**src/rtl/multicycle_ctrl.sv**
```systemverilog
// Multi-cycle MIPS control FSM (addu, subu, ori, lui, lw, sw, beq, j) driving the shared datapath.
// Optional memory handshake: define MULTICYCLE_MEM_WAIT_EN to stall FETCH/MEM_RD/MEM_WR on mem_ready.
//
// state    | meaning
// FETCH    | read instruction at PC, IR <= mem, PC <= PC + 4
// DECODE   | classify opcode, ALUOut <= branch target
// MEM_ADDR | effective address for lw/sw
// MEM_RD   | data read at ALUOut
// MEM_WB   | rt <= MDR
// MEM_WR   | data write at ALUOut
// EXEC_R   | rs op rt
// WB_R     | rd <= ALUOut
// EXEC_I   | rs op imm (ori/lui)
// WB_I     | rt <= ALUOut
// BRANCH   | compare rs/rt, PC <= ALUOut if equal
// JUMP     | PC <= jump target
// HALT     | illegal instruction seen, parked until reset
module multicycle_ctrl #(
  parameter int STATE_W         = 4,
  parameter bit HALT_ON_ILLEGAL = 1'b1
) (
  input  logic               clk,
  input  logic               rst_n,
  input  logic [5:0]         opcode,
  input  logic [5:0]         funct,
  input  logic               mem_ready,
  output logic               pc_write,
  output logic               pc_write_cond,
  output logic [1:0]         pc_source,
  output logic               ir_write,
  output logic               i_or_d,
  output logic               mem_read,
  output logic               mem_write,
  output logic               mem_to_reg,
  output logic               reg_dst,
  output logic               reg_write,
  output logic               alu_src_a,
  output logic [1:0]         alu_src_b,
  output logic [1:0]         alu_op,
  output logic [1:0]         ext_op,
  output logic               instr_done,
  output logic               illegal,
  output logic [STATE_W-1:0] state_o
);

  typedef enum logic [3:0] {
    FETCH    = 4'd0,
    DECODE   = 4'd1,
    MEM_ADDR = 4'd2,
    MEM_RD   = 4'd3,
    MEM_WB   = 4'd4,
    MEM_WR   = 4'd5,
    EXEC_R   = 4'd6,
    WB_R     = 4'd7,
    EXEC_I   = 4'd8,
    WB_I     = 4'd9,
    BRANCH   = 4'd10,
    JUMP     = 4'd11,
    HALT     = 4'd15
  } state_t;

  localparam logic [5:0] OP_RTYPE = 6'b000000;
  localparam logic [5:0] OP_LW    = 6'b100011;
  localparam logic [5:0] OP_SW    = 6'b101011;
  localparam logic [5:0] OP_ORI   = 6'b001101;
  localparam logic [5:0] OP_LUI   = 6'b001111;
  localparam logic [5:0] OP_BEQ   = 6'b000100;
  localparam logic [5:0] OP_J     = 6'b000010;

  state_t state_q, state_d;
  logic   illegal_q;
  logic   mem_go;
  logic   is_mem, is_r, is_i, is_beq, is_j, is_legal;

`ifdef MULTICYCLE_MEM_WAIT_EN
  assign mem_go = mem_ready;
`else
  logic unused_mem_ready;
  assign unused_mem_ready = mem_ready;
  assign mem_go = 1'b1;
`endif

  assign is_mem   = (opcode == OP_LW) || (opcode == OP_SW);
  assign is_r     = (opcode == OP_RTYPE) && ((funct == 6'b100001) || (funct == 6'b100011));
  assign is_i     = (opcode == OP_ORI) || (opcode == OP_LUI);
  assign is_beq   = (opcode == OP_BEQ);
  assign is_j     = (opcode == OP_J);
  assign is_legal = is_mem || is_r || is_i || is_beq || is_j;

  always_ff @(posedge clk or negedge rst_n) begin
    if (!rst_n) begin
      state_q   <= FETCH;
      illegal_q <= 1'b0;
    end else begin
      state_q <= state_d;
      if (state_q == DECODE && !is_legal) illegal_q <= 1'b1;
    end
  end

  always_comb begin
    state_d       = state_q;
    pc_write      = 1'b0;
    pc_write_cond = 1'b0;
    pc_source     = 2'b00;
    ir_write      = 1'b0;
    i_or_d        = 1'b0;
    mem_read      = 1'b0;
    mem_write     = 1'b0;
    mem_to_reg    = 1'b0;
    reg_dst       = 1'b0;
    reg_write     = 1'b0;
    alu_src_a     = 1'b0;
    alu_src_b     = 2'b00;
    alu_op        = 2'b00;
    ext_op        = 2'b00;
    instr_done    = 1'b0;
    case (state_q)
      FETCH: begin
        mem_read  = 1'b1;
        alu_src_b = 2'b01;
        if (mem_go) begin
          ir_write = 1'b1;
          pc_write = 1'b1;
          state_d  = DECODE;
        end
      end
      DECODE: begin
        alu_src_b = 2'b11;
        ext_op    = 2'b01;
        if (is_mem)      state_d = MEM_ADDR;
        else if (is_r)   state_d = EXEC_R;
        else if (is_i)   state_d = EXEC_I;
        else if (is_beq) state_d = BRANCH;
        else if (is_j)   state_d = JUMP;
        else             state_d = HALT_ON_ILLEGAL ? HALT : FETCH;
      end
      MEM_ADDR: begin
        alu_src_a = 1'b1;
        alu_src_b = 2'b10;
        ext_op    = 2'b01;
        state_d   = (opcode == OP_LW) ? MEM_RD : MEM_WR;
      end
      MEM_RD: begin
        mem_read = 1'b1;
        i_or_d   = 1'b1;
        if (mem_go) state_d = MEM_WB;
      end
      MEM_WB: begin
        reg_write  = 1'b1;
        mem_to_reg = 1'b1;
        instr_done = 1'b1;
        state_d    = FETCH;
      end
      MEM_WR: begin
        mem_write = 1'b1;
        i_or_d    = 1'b1;
        if (mem_go) begin
          instr_done = 1'b1;
          state_d    = FETCH;
        end
      end
      EXEC_R: begin
        alu_src_a = 1'b1;
        alu_op    = funct[1] ? 2'b01 : 2'b00;
        state_d   = WB_R;
      end
      WB_R: begin
        reg_write  = 1'b1;
        reg_dst    = 1'b1;
        instr_done = 1'b1;
        state_d    = FETCH;
      end
      EXEC_I: begin
        alu_src_a = 1'b1;
        alu_src_b = 2'b10;
        if (opcode == OP_ORI) begin
          ext_op = 2'b00;
          alu_op = 2'b10;
        end else begin
          ext_op = 2'b10;
          alu_op = 2'b11;
        end
        state_d = WB_I;
      end
      WB_I: begin
        reg_write  = 1'b1;
        instr_done = 1'b1;
        state_d    = FETCH;
      end
      BRANCH: begin
        alu_src_a     = 1'b1;
        alu_op        = 2'b01;
        pc_write_cond = 1'b1;
        pc_source     = 2'b01;
        instr_done    = 1'b1;
        state_d       = FETCH;
      end
      JUMP: begin
        pc_write   = 1'b1;
        pc_source  = 2'b10;
        instr_done = 1'b1;
        state_d    = FETCH;
      end
      HALT:    state_d = HALT;
      default: state_d = FETCH;
    endcase
    // The reset state is FETCH, whose strobes must stay quiet while reset is held.
    if (!rst_n) begin
      pc_write   = 1'b0;
      ir_write   = 1'b0;
      mem_read   = 1'b0;
      alu_src_b  = 2'b00;
    end
  end

  assign illegal = illegal_q;
  assign state_o = STATE_W'(state_q);

endmodule

```
**config.mk**
```make
export PLATFORM = sky130hd
export DESIGN_NAME = multicycle_ctrl
export DESIGN_NICKNAME = d
export VERILOG_FILES = /design/src/rtl/multicycle_ctrl.sv
export SDC_FILE = /design/constraint.sdc
export NUM_CORES = 1
export LEC_CHECK = 0
export CORE_MARGIN = 3
export CORE_UTILIZATION = 36
export CTS_CLUSTER_SIZE = 16
export DETAILED_ROUTE_END_ITERATION = 10
export PLACE_DENSITY_LB_ADDON = 0.3
export SLEW_MARGIN = 5
export SYNTH_ARGS = -nofsm -noshare
export SYNTH_HDL_FRONTEND = slang
export SYNTH_SLANG_ARGS = --single-unit
```
**constraint.sdc**
```tcl
create_clock -name clk -period 1.5 [get_ports clk]
set_input_delay 0.15 -clock clk [delete_from_list [all_inputs] [get_ports clk]]
set_output_delay 0.15 -clock clk [all_outputs]
set_load 0.02 [all_outputs]
```
==> results_dict.tcl, run 1 <==
set metrics [dict create \
    antenna_found_initial 0 \
    max_slew_margin_pct 76.2 \
    yosysTopAreaCell "dfrtp_1" \
    final-setup-viol-count 7 \
    syn-mean-instance-area_um2 7.60 \
    clockBufferDepth 2 \
    syn_area_um2 623 \
    diodes 0 \
    setup_ws_ns -0.0972 \
    cpPeakStageDelay_ns 0.45 \
    setup.worst_path.start_class "register" \
    path_delay_family "flip-flops" \
    start_util_pct 40.0 \
    hold_path.class "in2async" \
    syn_inst 82 \
    maxCapViolCount 0 \
    gp_routability_congestion 0.715 \
    cp_data_arrival_time_ns 1.45 \
    hpwl_um 1610 \
    grt_setup_unrepaired "true" \
    grt_pass1_vias 810 \
    grt_pass1_wl_um 3280 \
    drive_gt1_share_pct 55.1 \
    grt.total_usage_pct 19.9 \
    post-route-util_pct 85.1 \
    status "finished, violations left" \
    port_buffers 37 \
    tritoncts "built" \
    clock_latency_ns 0.23 \
    yosys_warnings 0 \
    synth-simple-area-share_pct 42.2 \
    cp.required_ns 1.35 \
    drt_first_pass_iters 4 \
    place_inst 151 \
    grt_start_max_net_pins 11 \
    drt_iter0_drc 24 \
    power_density_nw_per_um2 1880 \
    num_rows 14 \
    wire_per_inst_um 14.7 \
    coreArea_um2 1560 \
    die-width_um 47.6 \
    synth_top_family_by_area "simple AND/OR/NAND/NOR gates" \
    synth_xor_area_share_pct 4.22 \
    p_leak_nw 0.632 \
    synth_top_cells_by_area "dfrtp_1, buf_6, nand2b_1, nor2_1, xnor2_1" \
    slew_viol_final 0 \
    cp_slowest_cell "dfrtp_2" \
    numCtsBuffers 3 \
    synthToLayoutAreaGrowth_pct 113 \
    tightest_slew_ns 0.353 \
    cp_common_cell "buf_4" \
    yosysTopAreaCellShare_pct 20.1 \
    ant_nets 0 \
    drc 0 \
    crit_path_cell_trace "buf_4 -> buf_4 -> nand2b_4 -> a21boi_4 -> o21a_1 -> buf_6" \
    yosysUniqueCellTypes 37 \
    fmax_ghz 0.626 \
    crit_fanout 5 \
    synth_compound_area_share_pct 20.7 \
    ys_seq_area_share_pct 20.1 \
    cts_root_buffer "clkbuf_4" \
    die_y_um 47.6 \
    finalHoldViolations 0 \
    cts_sinks 5 \
    skew_ns 0.00178 \
    fin_cells 163 \
    failed_checks "setup timing" \
    grt_overflow 0 \
    fillers 95 \
    synthMuxAreaShare_pct 0 \
    ioPinCount 39 \
    syn-num-nets 97 \
    htree_levels 1 \
    die_area_um2 2270 \
    drt_wl_total_um 2400 \
    critPathKind "reg2out" \
    synth_seq_cells 5 \
    synth_fa_ha_area_share_pct 0 \
    via_per_inst 5.40 \
    ir_worst_vdd_mv 1.29 \
    nNetsFinal 163 \
    period_minus_slack_ns 1.60 \
    clkTransAtPathRegs_ns 0.04 \
    crit_buf_inv 3 \
    vias 880 \
    fin_crit_sh_pct 106 \
    cp-end-kind "output port" \
]
-- metal layers --
layer	vias to the layer above	share of wire, %	track usage (%)	wire (um)
li1	432	-	-	-
met2	24	57	39.0	1370
met1	424	40	22.8	954
met4	0	0	3.23	0
met3	0	3.0	2.63	73
met5	-	0	0	0
-- logic make-up after synthesis --
group / Yosys count
flip-flops: 5
XOR/XNOR: 3
AO/OA/AOI/OAI: 19
AND/OR/NAND/NOR: 43
buffers and inverters: 12
-- flip-flops by register name (all words and copies together) (netlist names) --
register,flops
state_o,4
illegal,1
-- placed cells by master (no fill, tap or decap), types with 2 or more instances in the layout --
cell	count
buf_2	8
buf_4	33
buf_6	9
clkbuf_4	3
clkdlybuf4s50_1	14
dfrtp_2	4
dlygate4sd2_1	3
inv_1	5
nand2_1	3
nand2b_1	3
nand2b_4	3
nand3_1	4
nor2_1	6
nor2_2	3
nor4b_4	2
o21ai_0	3
o22ai_2	2
or3_1	3
or4_1	2
xnor2_1	3
-- final cells by class --
type	count	area, um2	area share, %
clock buffer	4	26.3	1.98
inverter	5	18.8	1.42
multi-input combinational	65	563	42.5
sequential	5	130	9.81
tap	16	20.0	1.51
timing repair buffer	68	568	42.8
-- power breakdown --
part | switching [W] | internal [W]
combinational | 0.00102 | 0.00101
clock | 0.0000510 | 0.000100
sequential | 0.000112 | 0.000194
-- metrics by stage --
| step | power (W) | hold slack (ns) | instance area, um2 | TNS [ns] | setup WS (ns) |
|---|---|---|---|---|---|
| after floorplan | 0.00127 | -0.146 | 653 | -0.266 | -0.240 |
| after global placement | 0.00195 | 0.463 | 1150 | -4.27 | -0.424 |
| after CTS | 0.00212 | 0.319 | 1180 | -0.384 | -0.115 |
| final | 0.00249 | 0.330 | 1330 | -0.344 | -0.0972 |
| after global routing | 0.00264 | 0.331 | 1330 | -1.04 | -0.173 |
| after detailed placement | 0.00198 | 0.461 | 1150 | -4.74 | -0.440 |
-- worst reg2reg max path, stage by stage, from the launching register on --
cell and delay (ns):
dfrtp_2 0.45, buf_4 0.15, buf_4 0.16, and3_1 0.20
o21ai_0 0.24, o311ai_2 0.15
-- worst paths after layout --
check,start,to,slack (ns),cells past startpoint
worst max-delay path,state_o[0],alu_src_b[1],-0.1,6
worst min-delay path,rst_n,illegal,0.33,2
worst max register to register,state_o[0],state_o[0],0.02,5
worst min register to register,illegal,illegal,0.49,2
max in group asynchronous,rst_n,state_o[2],1.05,2
min in group clk,illegal,illegal,0.49,2
-- repair_timing --
| action | 4_1_cts | 5_1_grt |
|---|---|---|
| resized for setup | 89 | 36 |
| setup buffers | 0 | 8 |
| hold buffers | 0 | 0 |
| pin swaps | 4 | 7 |
| setup endpoints to repair | 23 | 23 |
-- synth_stat cells --
| cell | instances |
|---|---|
| nor3b_1 | 1 |
| o2bb2ai_1 | 1 |
| o31a_1 | 1 |
| and3_1 | 1 |
| nor4b_4 | 1 |
| o311ai_0 | 1 |
| o21ai_0 | 3 |
| nor4b_1 | 1 |
| o21ai_1 | 1 |
| o22ai_1 | 3 |
| xnor2_1 | 3 |
| and4_1 | 1 |
| o31ai_1 | 1 |
| o311ai_1 | 1 |
| or3_1 | 3 |
| a21oi_1 | 2 |
| a21o_1 | 1 |
| buf_6 | 4 |
| or4_1 | 2 |
| nand2_1 | 5 |
| dfrtp_1 | 5 |
| a211oi_1 | 1 |
| nand4bb_1 | 1 |
| nor4_1 | 1 |
| buf_2 | 1 |
| nor2_1 | 10 |
| clkbuf_1 | 1 |
| nor3_1 | 2 |
| a21boi_1 | 1 |
| o21a_1 | 1 |
| inv_1 | 5 |
| nand2b_1 | 7 |
| nor4b_2 | 1 |
| nand3_1 | 5 |
| buf_4 | 1 |
| or2_1 | 1 |
| o211ai_1 | 1 |
Note: power is estimated with default switching activity, not from simulation.
==> run 2, diff against run 1 <==
==> constraint.sdc (replaced) <==
create_clock -name clk -period 1.5 [get_ports clk]
set_input_delay 0.3 -clock clk [delete_from_list [all_inputs] [get_ports clk]]
set_output_delay 0.3 -clock clk [all_outputs]
set_load 0.02 [all_outputs]
==> results_dict.tcl, run 2 (same netlist as run 1, synthesis figures left out) <==
set metrics [dict create \
    place_inst 152 \
    fin_cells 166 \
    ioPinCount 39 \
    numCtsBuffers 3 \
    critPathKind "reg2out" \
    wire_per_inst_um 23.7 \
    ir_worst_vdd_mv 1.38 \
    setup.worst_path.start_class "register" \
    die_area_um2 2270 \
    cp_data_arrival_time_ns 1.54 \
    finalHoldViolations 0 \
    maxCapViolCount 0 \
    drive_gt1_share_pct 61.3 \
    synthToLayoutAreaGrowth_pct 136 \
    fmax_ghz 0.545 \
    via_per_inst 6.41 \
    fin_crit_sh_pct 122 \
    multiInputGateArea_um2 612 \
    diodes 0 \
    vias 1064 \
    cp.required_ns 1.20 \
    grt_start_max_net_pins 9 \
    tritoncts "built" \
    cts_sinks 5 \
    htree_levels 1 \
    r2r_start "state_o[2]" \
    fillers 43 \
    drt_wl_total_um 3930 \
    drc 0 \
    drt_first_pass_iters 4 \
    ctsHoldBuffers 0 \
    final_cell_mix "buf_4, buf_6, dlygate4sd2_1" \
    power_density_nw_per_um2 2030 \
    grt.total_usage_pct 29.3 \
    pre_cts_ws_ns -0.752 \
    crit_fanout 6 \
    die_y_um 47.6 \
    drt_iter0_drc 67 \
    hpwl_um 1860 \
    cts_root_buffer "clkbuf_4" \
    grt_pass1_vias 957 \
    post-route-util_pct 94.3 \
    clockBufferDepth 2 \
    cp-end-kind "output port" \
    die-width_um 47.6 \
    grt_pass1_wl_um 4510 \
    largest_register_ff_count 4 \
    clock_latency_ns 0.28 \
    period_minus_slack_ns 1.84 \
    port_buffers 37 \
    start_util_pct 40.0 \
    crit_start "state_o[1]" \
    antenna_found_initial 0 \
    num_rows 14 \
    mostFrequentLayoutCell "buf_4" \
    fin_total_pwr_w 0.00299 \
    seqCellArea_um2 130 \
    final-setup-viol-count 24 \
    tightest_slew_ns 0.336 \
    failed_checks "setup timing" \
    hold_path.class "in2async" \
    slew_viol_final 0 \
    grt_setup_unrepaired "true" \
    clkTransAtPathRegs_ns 0.07 \
    coreArea_um2 1560 \
    tns_ns -4.47 \
    grt_overflow 0 \
    skew_ns 0.0149 \
    setup_ws_ns -0.336 \
    nNetsFinal 166 \
    status "finished, violations left" \
    gp_routability_congestion 0.790 \
    ant_nets 0 \
    max_slew_margin_pct 77.5 \
    p_leak_nw 0.656 \
]
## run 2: cell types whose count changed in the layout (fill, tap and decap cells not counted), moves of 2 or more
cell	previous run	this run
buf_2	8	1
dlygate4sd2_1	3	8
clkdlybuf4s50_1	14	7
buf_4	33	26
clkdlybuf4s15_2	0	2
buf_6	9	24
a21oi_4	0	2
## run 2: critical path, stage by stage (launching register included)
cell,delay [ns]
dfrtp_2,0.47
buf_6,0.14
buf_6,0.11
nand2b_4,0.10
a21boi_4,0.07
o21a_2,0.23
buf_6,0.13
## run 2: final cells by class
class	count	area share, %
Timing Repair Buffer	71	45.1
Clock buffer	4	1.79
Sequential cell	5	8.85
Tap cell	16	1.36
Inverter	5	1.28
Multi-Input combinational cell	65	41.6
## run 2: where the power goes
group / leakage (nW) / internal (W) / total (W) / switching, W
Clock: 0.0150 / 0.000103 / 0.000196 / 0.0000927
Sequential: 0.0542 / 0.000193 / 0.000317 / 0.000124
Combinational: 0.587 / 0.00121 / 0.00248 / 0.00127
Total: 0.656 / 0.00150 / 0.00299 / 0.00149
## run 2: path summary, 6_finish.rpt
check | to | slack [ns] | cells after the start
setup / recovery | alu_src_b[1] | -0.34 | 6
hold / removal | illegal | 0.44 | 2
setup reg to reg | state_o[1] | -0.02 | 5
hold reg to reg | illegal | 0.50 | 2
max in group asynchronous | state_o[1] | 0.91 | 2
min in group clk | illegal | 0.50 | 2
## run 2: metrics by stage
| step | hold WS (ns) | instance area (um2) |
|---|---|---|
| final | 0.442 | 1470 |
| after global routing | 0.462 | 1470 |
| after CTS | 0.452 | 1340 |
| after detailed placement | 0.493 | 1210 |
| after global placement | 0.451 | 1210 |
| after floorplan | 0.00441 | 701 |
## run 2: metal layers
metal  wire [um]  GRT usage (%)  vias to the layer above
li1            -              -                      437
met1        1370           29.9                      505
met2        2040           55.6                       94
met3         289           6.02                       28
met4         233           14.5                        0
met5           0              0                        -
## run 2: repair_timing
item / CTS / global route
setup endpoints to repair: 28 / 27
pin swaps: 7 / 8
gates resized for setup: 125 / 34
buffers inserted: 4 / 7
==> run 3, diff against run 2 <==
--- a/config.mk
+++ b/config.mk
@@ -10,6 +10,7 @@
 export CTS_CLUSTER_SIZE = 16
 export DETAILED_ROUTE_END_ITERATION = 10
 export PLACE_DENSITY_LB_ADDON = 0.3
+export REMOVE_ABC_BUFFERS = 1
 export SLEW_MARGIN = 5
 export SYNTH_ARGS = -nofsm -noshare
 export SYNTH_HDL_FRONTEND = slang
==> results_dict.tcl, run 3 (same netlist as run 1, synthesis figures left out) <==
set metrics [dict create \
    status "finished, violations left" \
    failed_checks "setup timing" \
    synthToLayoutAreaGrowth_pct 140 \
    tns_ns -5.49 \
    hold_path.class "in2async" \
    grt_start_max_net_pins 9 \
    crit_fanout 6 \
    tritoncts "built" \
    grt_overflow 0 \
    ctsHoldBuffers 0 \
    fin_area_um2 1500 \
    finalHoldViolations 0 \
    via_per_inst 6.51 \
    numCtsBuffers 3 \
    final-setup-viol-count 26 \
    diodes 0 \
    die-width_um 47.6 \
    clockBufferDepth 2 \
    clkTransAtPathRegs_ns 0.05 \
    coreArea_um2 1560 \
    ant_nets 0 \
    period_minus_slack_ns 1.93 \
    grt_pass1_vias 966 \
    cts_root_buffer "clkbuf_4" \
    num_rows 14 \
    ioPinCount 39 \
    r2r_slack_ns -0.33 \
    post-route-util_pct 95.9 \
    skew_ns 0.00398 \
    critPathKind "reg2out" \
    maxCapViolCount 0 \
    grt.total_usage_pct 27.1 \
    vias 1119 \
    wire_per_inst_um 23.5 \
    p_leak_nw 0.697 \
    cp_data_arrival_time_ns 1.63 \
    die_y_um 47.6 \
    gp_routability_congestion 0.726 \
    drt_wl_total_um 4040 \
    cts_sinks 5 \
    fin_crit_sh_pct 129 \
    drt_first_pass_iters 4 \
    port_buffers 37 \
    drt_iter0_drc 55 \
    grt_pass1_wl_um 4360 \
    cpPeakStageDelay_ns 0.45 \
    grt_setup_unrepaired "true" \
    fmax_ghz 0.517 \
    tightest_slew_ns 0.304 \
    cp.required_ns 1.20 \
    drive_gt1_share_pct 65.4 \
    clock_latency_ns 0.26 \
    setup.worst_path.start_class "register" \
    setup_ws_ns -0.434 \
    final_cell_mix "buf_4, buf_6, clkdlybuf4s50_1, dlygate4sd2_1, nor2_4" \
    fin_total_pwr_w 0.00305 \
    cp-end-kind "output port" \
    crit_path_cell_trace "nand2b_1 -> buf_4 -> nand2_1 -> nor2_1 -> clkdlybuf4s15_2" \
    nNetsFinal 172 \
    largest_register_ff_count 4 \
    htree_levels 1 \
    die_area_um2 2270 \
    power_density_nw_per_um2 2040 \
    start_util_pct 40.0 \
    fillers 33 \
    ir_worst_vdd_mv 1.43 \
    dpl_cell_area_um2 1120 \
    mostFrequentLayoutCell "buf_4" \
    max_slew_margin_pct 79.6 \
    drc 0 \
    hpwl_um 1750 \
    cp_slowest_cell "dfrtp_2" \
    slew_viol_final 0 \
    antenna_found_initial 0 \
]
-- run 3: area by class of cell --
cell class	count	area, um2	area share [%]
Inverter	5	18.8	1.26
Tap cell	16	20.0	1.34
Clock buffer	4	26.3	1.76
Multi-Input combinational cell	65	621	41.5
Timing Repair Buffer	77	679	45.4
Sequential cell	5	130	8.70
-- run 3: path summary, 6_finish.rpt --
check	to	cells past startpoint	start
worst min-delay path	state_o[2]	2	rst_n
worst max-delay path	mem_read	5	state_o[1]
min in group clk	illegal	2	illegal
worst min register to register	illegal	2	illegal
max in group asynchronous	state_o[3]	2	rst_n
worst max register to register	state_o[0]	6	state_o[1]
-- run 3: critical path: cells and delay by family (launching register included) --
family | cells | cell delay (ns)
buffers and inverters | 2 | 0.45
flip-flops | 1 | 0.45
AND/OR/NAND/NOR | 3 | 0.47
-- run 3: per-layer routing --
layer  share of wire [%]  track usage, %
met5                   0               0
met4                 7.5            10.2
met3                 7.3            2.63
met2                  53            52.1
met1                  33            30.2
-- run 3: what timing repair did --
item | CTS | global route
endpoints found under the setup margin | 27 | 28
pin swaps | 9 | 12
resized for setup | 138 | 44
setup buffers | 11 | 8
-- run 3: through the flow --
step | worst slack (ns) | hold WS [ns] | instances
final | -0.434 | 0.205 | 172
after global routing | -0.510 | 0.226 | 172
after CTS | -0.274 | 0.210 | 165
after detailed placement | -0.798 | 0.473 | 150
after global placement | -0.728 | 0.456 | 150
after floorplan | -0.470 | 0.00441 | 75
-- run 3: report_power, final --
group | internal (W) | leakage [nW] | switching (W) | total [W]
clock network | 0.000101 | 0.0150 | 0.0000694 | 0.000171
logic | 0.00123 | 0.628 | 0.00131 | 0.00254
registers | 0.000194 | 0.0542 | 0.000139 | 0.000333
total | 0.00153 | 0.697 | 0.00152 | 0.00305
==> edit 1: new RTL, flow settings as in run 2 <==
The option `MULTICYCLE_MEM_WAIT_EN` is turned on by a define.
--- a/src/rtl/multicycle_ctrl.sv
+++ b/src/rtl/multicycle_ctrl.sv
@@ -17,2 +17,4 @@
 // HALT     | illegal instruction seen, parked until reset
+`define MULTICYCLE_MEM_WAIT_EN
+
 module multicycle_ctrl #(
Formal check against the unedited RTL: not equivalent (a bounded check fails within 4 cycles, from zero or initial values and one cycle with rst_n low).
==> edit 1 against run 2 <==
The run now fails in clock tree synthesis; area after synthesis grew 5.6%; synthesized cell count rose by 18%.
==> edit 1: results (changes against run 2) <==
* Dpl hpwl at 2140 um (was 1860 um)
* Synth top area cells: dfrtp_1 19%, nor3_1 6.8%, nor2_1 6.3% (was dfrtp_1 20%, buf_6 7.2%, nand2b_1 7.0%)
* Post-synth cell types at 40 (was 37)
* Clock Root Buffer: clkbuf_4 (unchanged)
* H-tree levels at 1 (unchanged)
* Post-synth top cells: 11 x nor2_1, 9 x nand2_1, 9 x nor3_1, 6 x o21ai_0 (was 10 x nor2_1, 7 x nand2b_1)
* Post-Syn Area per Cell at 6.78 sq um (was 7.60 sq um)
* Setup bufs post-CTS at 17 (was 4)
* Last stage: clock tree synthesis
* Ys flop type: dfrtp_1 (unchanged)
* Syn_nets at 112 (was 97)
* Clk buf depth at 2 (unchanged)
* Resized cells post-CTS at 166 (was 125)
* Port Buffers at 38 (was 37)
* Log Error: [ERROR DPL-0038] Utilization greater than 100%, impossible to legalize
* Placed Area at 0.00141 sq mm (was 0.00121 sq mm)
* YS warnings at 0 (unchanged)
* Ys async rst share at 100% (unchanged)
* Synthesis-stage register bit count at 5 (unchanged)
* Routability-driven placement congestion ratio at 0.843 (was 0.790)
* Outcome: stopped before the end (was finished with violations)
* FP Rows at 14 (unchanged)
* Cell count after placement at 185 (was 152)
* Number of buffers created by CTS at 3 (unchanged)
* Register area share after synthesis at 19.0% (was 20.1%)
-- edit 1: cell families after synthesis --
group                  after synthesis  share of synthesized area, %
AND/OR/NAND/NOR                     53                          42.8
AO/OA/AOI/OAI                       25                          26.6
buffers and inverters               11                          7.60
flip-flops                           5                          19.0
XOR/XNOR                             3                          3.99
-- edit 1: metrics by stage --
stage	hold slack, ns	setup WS (ns)
2_1_floorplan	0.00441	-0.243
3_3_place_gp	0.463	-0.704
3_5_place_dp	0.479	-0.719
==> edit 2: new RTL, settings of run 2 <==
Without the edit above. Change the parameter `STATE_W` from 4 to 3.
--- a/src/rtl/multicycle_ctrl.sv
+++ b/src/rtl/multicycle_ctrl.sv
@@ -18,3 +18,3 @@
 module multicycle_ctrl #(
-  parameter int STATE_W         = 4,
+  parameter int STATE_W         = 3,
   parameter bit HALT_ON_ILLEGAL = 1'b1
Interface: changed (resized state_o); port bits go from 39 to 38. The function was not compared with the original's and may differ.
==> edit 2 against run 2 <==
The run now fails in global routing; area after synthesis fell by 3.2%.
==> edit 2: results (changes against run 2) <==
* Register area share after synthesis at 20.7% (was 20.1%)
* Synthesis-stage register bit count at 5 (unchanged)
* Log Error: [ERROR DPL-0038] Utilization greater than 100%, impossible to legalize
* H-tree levels at 1 (unchanged)
* Syn Inst Count at 85 (was 82)
* Synth top area cells: dfrtp_1 21%, nor2_1 11%, nand2b_1 6.2% (was dfrtp_1 20%, buf_6 7.2%, nand2b_1 7.0%)
* Count leader, synth: nor2_1 (unchanged)
* Dpl hpwl at 1750 um (was 1860 um)
* Number of buffers created by CTS at 3 (unchanged)
* Largest net degree at the start of global routing at 13
* Routability-driven placement congestion ratio at 0.818 (was 0.790)
* Port Buffers at 36 (was 37)
* Cell count after placement at 156 (was 152)
* Clock Root Buffer: clkbuf_4 (unchanged)
* Clk buf depth at 2 (unchanged)
* Ys async rst share at 100% (unchanged)
* Outcome: stopped before the end (was finished with violations)
* Worst endpoint type: primary output
* Post-synth top cells: 17 x nor2_1, 8 x nand2_1, 6 x nand2b_1, 5 x dfrtp_1 (was 10 x nor2_1, 7 x nand2b_1)
* Post-place setup slack at -0.783 ns (was -0.752 ns)
* Syn_nets at 100 (was 97)
* YS warnings at 0 (unchanged)
* Last stage: global routing
* Worst endpoint after global-route timing repair: alu_src_b[1]
* Post-synth cell types at 34 (was 37)
[edit 2: cell types whose count changed after synthesis, moves of 3 or more]
cell	run 2	this run
nand2_1	5	8
buf_4	1	4
inv_1	5	1
nor2_1	10	17
buf_6	4	0
[edit 2: stage by stage]
step	instance area, sq um	TNS [ns]	hold slack, ns
2_1_floorplan	621	-0.102	0.00441
3_3_place_gp	1150	-8.16	0.463
3_5_place_dp	1150	-8.74	0.471
4_1_cts	1500	-2.18	0.439
[edit 2: repair_timing]
action                                  4_1_cts
pin swaps                                    15
resized for setup                           159
endpoints found under the setup margin       24
buffers inserted                             22
[edit 2: kinds of logic after synthesis]
group | Yosys count | synth area share [%]
buf+inv | 9 | 8.92
simple gates | 50 | 42.7
compound gates | 18 | 23.2
xor+xnor | 3 | 4.36
flops | 5 | 20.7
